[config.mk]
export PLATFORM = sky130hd
export DESIGN_NAME = inst_fetch
export DESIGN_NICKNAME = d
export VERILOG_FILES = /design/src/rtl/inst_fetch.sv
export SDC_FILE = /design/constraint.sdc
export NUM_CORES = 1
export LEC_CHECK = 0
export CAP_MARGIN = 20
export CORE_ASPECT_RATIO = 1.2
export CORE_MARGIN = 10
export CORE_UTILIZATION = 30
export DETAILED_ROUTE_END_ITERATION = 16
export SYNTH_ARGS = -nofsm -noshare
export SYNTH_HDL_FRONTEND = slang
export SYNTH_SLANG_ARGS = --single-unit
[constraint.sdc]
create_clock -name clk -period 2.4 [get_ports clk]
set_clock_uncertainty 0.05 [all_clocks]
set_input_delay 0.36 -clock clk [delete_from_list [all_inputs] [get_ports clk]]
set_output_delay 0.36 -clock clk [all_outputs]
set_load 0.02 [all_outputs]
[src/rtl/inst_fetch.sv]
// Instruction fetch: assembles a 32-bit little-endian word from a byte-wide memory
// port, one byte per free cycle, with flush/stall handling toward the IF/ID stage.
//
//  state | meaning
//  IDLE  | latch base address, clear counters and byte buffers
//  FETCH | issue bytes 0..3 when the memory port is not busy
//  LAST  | capture byte 3, publish instruction
//  DONE  | instruction valid; hold while stall_i, else consumed
module inst_fetch #(
    parameter int ADDR_W = 32
) (
    input  logic              clk,
    input  logic              rst,
    input  logic [ADDR_W-1:0] pc_i,
    input  logic              flush_i,
    input  logic              stall_i,
    input  logic              mem_busy_i,
    input  logic [7:0]        mem_data_i,
    output logic              mem_rd_o,
    output logic [ADDR_W-1:0] mem_addr_o,
    output logic [31:0]       inst_o,
    output logic [ADDR_W-1:0] inst_pc_o,
    output logic              inst_valid_o,
    output logic              stallreq_o
);

    typedef enum logic [1:0] {S_IDLE, S_FETCH, S_LAST, S_DONE} state_t;

    state_t            r_state;
    state_t            w_next;
    logic [ADDR_W-1:0] r_base;
    logic [1:0]        r_issue_cnt;
    logic              r_pend;
    logic [1:0]        r_cap_idx;
    logic [3:0][7:0]   r_buf;
    logic              w_issue;

    assign w_issue    = (r_state == S_FETCH) && !mem_busy_i && !flush_i && !rst;
    assign mem_rd_o   = w_issue;
    assign mem_addr_o = r_base + ADDR_W'(r_issue_cnt);
    assign stallreq_o = rst || (r_state != S_DONE);

    always_comb begin
        w_next = r_state;
        if (flush_i) begin
            w_next = S_IDLE;
        end else begin
            case (r_state)
                S_IDLE:  w_next = S_FETCH;
                S_FETCH: if (!mem_busy_i && r_issue_cnt == 2'd3) w_next = S_LAST;
                S_LAST:  w_next = S_DONE;
                S_DONE:  if (!stall_i) w_next = S_IDLE;
                default: w_next = S_IDLE;
            endcase
        end
    end

    always_ff @(posedge clk) begin
        if (rst) begin
            r_state      <= S_IDLE;
            r_base       <= '0;
            r_issue_cnt  <= '0;
            r_pend       <= 1'b0;
            r_cap_idx    <= '0;
            r_buf        <= '0;
            inst_o       <= '0;
            inst_pc_o    <= '0;
            inst_valid_o <= 1'b0;
        end else begin
            r_state <= w_next;
            if (flush_i) begin
                r_pend       <= 1'b0;
                inst_valid_o <= 1'b0;
            end else begin
                // data for a byte issued last cycle is on the bus now, busy or not
                if (r_pend) r_buf[r_cap_idx] <= mem_data_i;
                r_pend    <= w_issue;
                r_cap_idx <= r_issue_cnt;
                case (r_state)
                    S_IDLE: begin
                        r_base      <= pc_i;
                        r_issue_cnt <= '0;
                        r_buf       <= '0;
                    end
                    S_FETCH: if (w_issue) r_issue_cnt <= r_issue_cnt + 2'd1;
                    S_LAST: begin
                        inst_o       <= {mem_data_i, r_buf[2], r_buf[1], r_buf[0]};
                        inst_pc_o    <= r_base;
                        inst_valid_o <= 1'b1;
                    end
                    S_DONE: if (!stall_i) inst_valid_o <= 1'b0;
                    default: ;
                endcase
            end
        end
    end

endmodule

Word-level counts from Yosys, hierarchy flattened:

Cells that the tools add are included.

* latch bits: 0
* memories kept: 0
* ROM bits: 0
* logic and storage cells: 57
* register bits: 136
* bits in writable memories: 0
* bits of input ports: 45

* reduce and logical (&&, ||, !) cells: 20
* add/subtract/negate cells: 2
* multipliers: 0
* divide/modulo/power cells: 0
* magnitude comparators: 2
* shift-type cells: 0
* bitwise logic cells: 1
* equal/unequal tests: 8
* muxes and demuxes: 12

Operators with widths (number)
* 32-bit 2-to-1 mux: 2
* 32-bit by 2-bit adder with 32-bit output: 1
* 32-bit bitwise mux: 1
* 8-bit demux with 2-bit select: 1
* 2-bit AND reduction: 5
* 8-bit 2-to-1 mux: 1
* 2-bit case mux with 4 select lines: 1
* 2-bit equality test (second input constant): 3
* 2-bit 2-to-1 mux: 3
* 2-bit != test (second input constant): 3
* 2-bit nonzero test: 3
* 1-bit logical AND: 5
* 2-bit case mux with 2 select lines: 1
* 1-bit zero test: 3
* 2-bit by 3-bit less-than comparator with 1-bit output (second input constant): 1
* 3-bit AND reduction: 1
* 2-bit by 1-bit adder with 2-bit output (second input constant): 1
* 2-bit by 1-bit equality test with 1-bit output (second input constant): 1
* 2-bit by 1-bit >= comparator with 1-bit output (second input constant): 1
* 2-bit zero test: 1
* 2-bit by 1-bit != test with 1-bit output (second input constant): 1
* 1-bit case mux with 2 select lines: 1
* 2-bit OR reduction: 1
* 1-bit logical OR: 1
* other kinds (2): 2

Logic depth before layout (Yosys ltp):

* depth in word-level cells: 7
* gate-level depth with buffers: 7

Worst setup path after synthesis:

Ideal clock, no wire load.

* path type: reg-to-output
* start: register r_issue_cnt[0]
* end: output port mem_addr_o[28]
* setup slack: -86 ps
* data arrival time: 2076 ps
* buffers on the path: 0
* cell stages (with the launch flop): 8
* cell sequence: dfxtp_1 > ha_1 > inv_1 > fa_1 > and4b_1 > nand2b_1 > or4_4 > xnor2_2

* word-level cells in the longest chain between the ends: 1

RTL lines
* start, declared: line 32 `logic [1:0] r_issue_cnt;`
* start signal, assigned: line 85 `S_FETCH: if (w_issue) r_issue_cnt <= r_issue_cnt + 2'd1;`
* 32-bit by 2-bit adder with 32-bit output: line 40 `assign mem_addr_o = r_base + ADDR_W'(r_issue_cnt);`
* end, declared: line 20 `output logic [ADDR_W-1:0] mem_addr_o,`

Every way passes these cells.

Worst setup path in the final report:

* start: register r_base[0]
* end: output port mem_addr_o[28]

* word-level cells in the longest chain between the ends: 1

RTL lines
* start, declared: line 31 `logic [ADDR_W-1:0] r_base;`
* start signal, assigned: line 81 `r_base <= pc_i;`
* 32-bit by 2-bit adder with 32-bit output: line 40

Every way passes these cells.

==> run metrics <==
vias in the first global route 5132; CTS tree yes; hold_ws 0.402 ns; area of the multi-input gates 2780 um2; fill cell count 1695; worst-path cell chain ha_4 > inv_2 > fa_2 > and4b_1 > nand2b_1 > or4_4 > xnor2_4 > buf_6; die area 23400 um2; number of synthesized flops with an enable pin 0; DR iter-0 viols 274; largest net degree at the start of global routing 72; I/O pin count 144; Critical Path Sink Type output port; outcome finished, violations left; count of different cell masters after synthesis 43; Final min period 2.85 ns; period utilization 119%; Hold WC Path Type reg2reg; critical path peak fanout 2; FMAX 0.351 GHz; CTS Hold Buffers Added 0; most frequent cells in the layout nand2_1 (201), dfxtp_1 (125), clkdlybuf4s50_1 (110); Port Buffer Count 143; n_diodes 0; Slowest-stage cell, CP or4_4; leakage 3.12 nW; row cnt 53; Final Max Tran Viols 0; DRT Pass-1 Iters 4; GRT Overall Usage 14.4%; Antenna Nets Post-Route 0; final-report setup violation count 22; Main synth FF type dfxtp_1; total number of vias 5030; arrival time at the worst endpoint 2.44 ns; DP HPWL 12000 um; startpoint class of the critical path flop; Clock H-tree levels 4; Final #Nets 900; RSZ-0062 raised after global routing true; Syn-to-layout area delta 54.7%; final wirelength 17000 um; commonest non-fill, non-tap cell in the layout nand2_1; initial antenna violation count 0; Clock Latency Late Sink 0.41 ns; chip width 141 um; slew margin rel. 48.8%; Clock Tree Buf Depth 2; Max VDD drop 0.401 mV; failing checks setup timing; Root Driver clkbuf_16; core area 17400 um2; grt ovf 0; asr flop ratio synth 0%; Mapped Nets 709; maxcap violations 0; initial core utilization 30.4%; register area 2570 um2; Worst EP required 1.99 ns; TritonCTS Buffers 17; final worst slack -0.448 ns; Fin. Hold Viols 0; clock sink count 128; PwrDens 648 nW/um2; Mapped Area 5310 um2; DRC errors left 0; routability congestion estimate 0.788; chip height 166 um; Yosys reg bits 128; layout cell share with drive strength beyond 1 21.0%; slowest cell delay on critical path 0.46 ns; post-synthesis sequential area ratio 48.3%; Yosys Warn Count 0; DR vias/cell 4.66; final core utilization 47.1%; worst-margin pin slew 0.768 ns; first-pass GRT wire length 27500 um; WS Path Type reg2out; Mapped Avg Cell Area 8.09 um2; CTS clock-pin slew for the worst setup and hold paths 0.06 ns; cells after synthesis 656; WL/cell 15.7 um
[metrics by stage]
step | power, mW | instance area (um2) | setup TNS (ns) | setup WS (ns) | instances
2_1_floorplan | 2.52 | 5320 | -0.0205 | -0.0205 | 656
3_3_place_gp | 2.84 | 7400 | -8.07 | -0.557 | 1043
3_5_place_dp | 2.84 | 7400 | -8.55 | -0.592 | 1043
4_1_cts | 5.38 | 8050 | -4.25 | -0.478 | 1077
5_1_grt | 5.53 | 8210 | -6.20 | -0.535 | 1080
6_report | 5.32 | 8210 | -3.78 | -0.448 | 1080
[final timing paths]
path	start	end	slack, ns	cells past startpoint
worst min register to register	inst_o[8]	inst_o[8]	0.40	2
worst max-delay path	r_base[0]	mem_addr_o[28]	-0.45	8
worst max register to register	r_state[0]	r_base[30]	0.61	6
worst min-delay path	inst_o[8]	inst_o[8]	0.40	2
[final cells by class]
cell class,count,share of cell area [%]
timing repair buffer,216,24.1
clock inverter,14,1.72
inverter,7,0.320
sequential,128,31.3
multi-input combinational,477,33.9
tap,220,3.35
clock buffer,18,5.35
[layer usage]
metal | vias to the layer above | part of all wire (%) | wire length, um | GRT usage (%)
li1 | 2573 | - | - | -
met1 | 2340 | 40 | 6860 | 15.5
met2 | 106 | 50 | 8530 | 24.4
met3 | 11 | 8.1 | 1370 | 6.86
met4 | 0 | 1.2 | 201 | 4.41
met5 | - | 0 | 0 | 0
[report_power, final]
part / leakage (nW) / switching (mW) / internal, mW / total, mW
Clock: 0.278 / 0.978 / 1.55 / 2.53
Sequential: 1.04 / 0.0317 / 2.17 / 2.21
Combinational: 1.81 / 0.323 / 0.265 / 0.588
Total: 3.12 / 1.33 / 3.99 / 5.32
[cell families after synthesis]
logic type,synth area share [%]
buffers and inverters,3.68
flip-flops,48.3
adder cells (fa/ha/maj),2.03
multiplexers,0.778
AO/OA/AOI/OAI,13.4
XOR/XNOR,5.09
AND/OR/NAND/NOR,26.7
[cells in the mapped netlist (2+ instances only)]
| master | number | area [um2] |
|---|---|---|
| nand2_1 | 201 | 754 |
| dfxtp_1 | 128 | 2560 |
| a21oi_1 | 101 | 505 |
| clkbuf_1 | 36 | 135 |
| nor2_1 | 33 | 124 |
| a22oi_1 | 23 | 173 |
| xnor2_1 | 19 | 166 |
| nand3_1 | 15 | 75.1 |
| nor2b_1 | 12 | 75.1 |
| xor2_1 | 10 | 87.6 |
| nand4_1 | 8 | 50.1 |
| ha_1 | 7 | 87.6 |
| inv_1 | 7 | 26.3 |
| nor3_1 | 7 | 35.0 |
| buf_1 | 5 | 18.8 |
| nand2b_1 | 5 | 31.3 |
| and3_1 | 3 | 18.8 |
| buf_2 | 3 | 15.0 |
| mux2i_1 | 3 | 30.0 |
| and3b_1 | 2 | 17.5 |
| and4_1 | 2 | 17.5 |
| and4_2 | 2 | 20.0 |
| nand4_4 | 2 | 42.5 |
| nand4b_1 | 2 | 17.5 |
| nor4b_1 | 2 | 17.5 |
[registers in the layout (all words and copies together), names as in the netlist]
signal	cells
inst_o	32
inst_pc_o	32
inst_valid_o	1
r_base	32
r_buf	24
r_cap_idx	2
r_issue_cnt	2
r_pend	1
r_state	2
[critical path: cells and delay by family (launching register included)]
family / cells / cell delay, ns
xor gates and xnor gates: 1 / 0.18
buffers and inverters: 2 / 0.17
and+or+nand+nor: 3 / 0.85
DFF: 1 / 0.35
adders and majority gates: 2 / 0.47
[repair_timing]
item	CTS	global route
endpoints found under the setup margin	32	30
resized for setup	172	33
buffers inserted	2	5
pin swaps	18	17
Power figures use the tool's default switching activity.
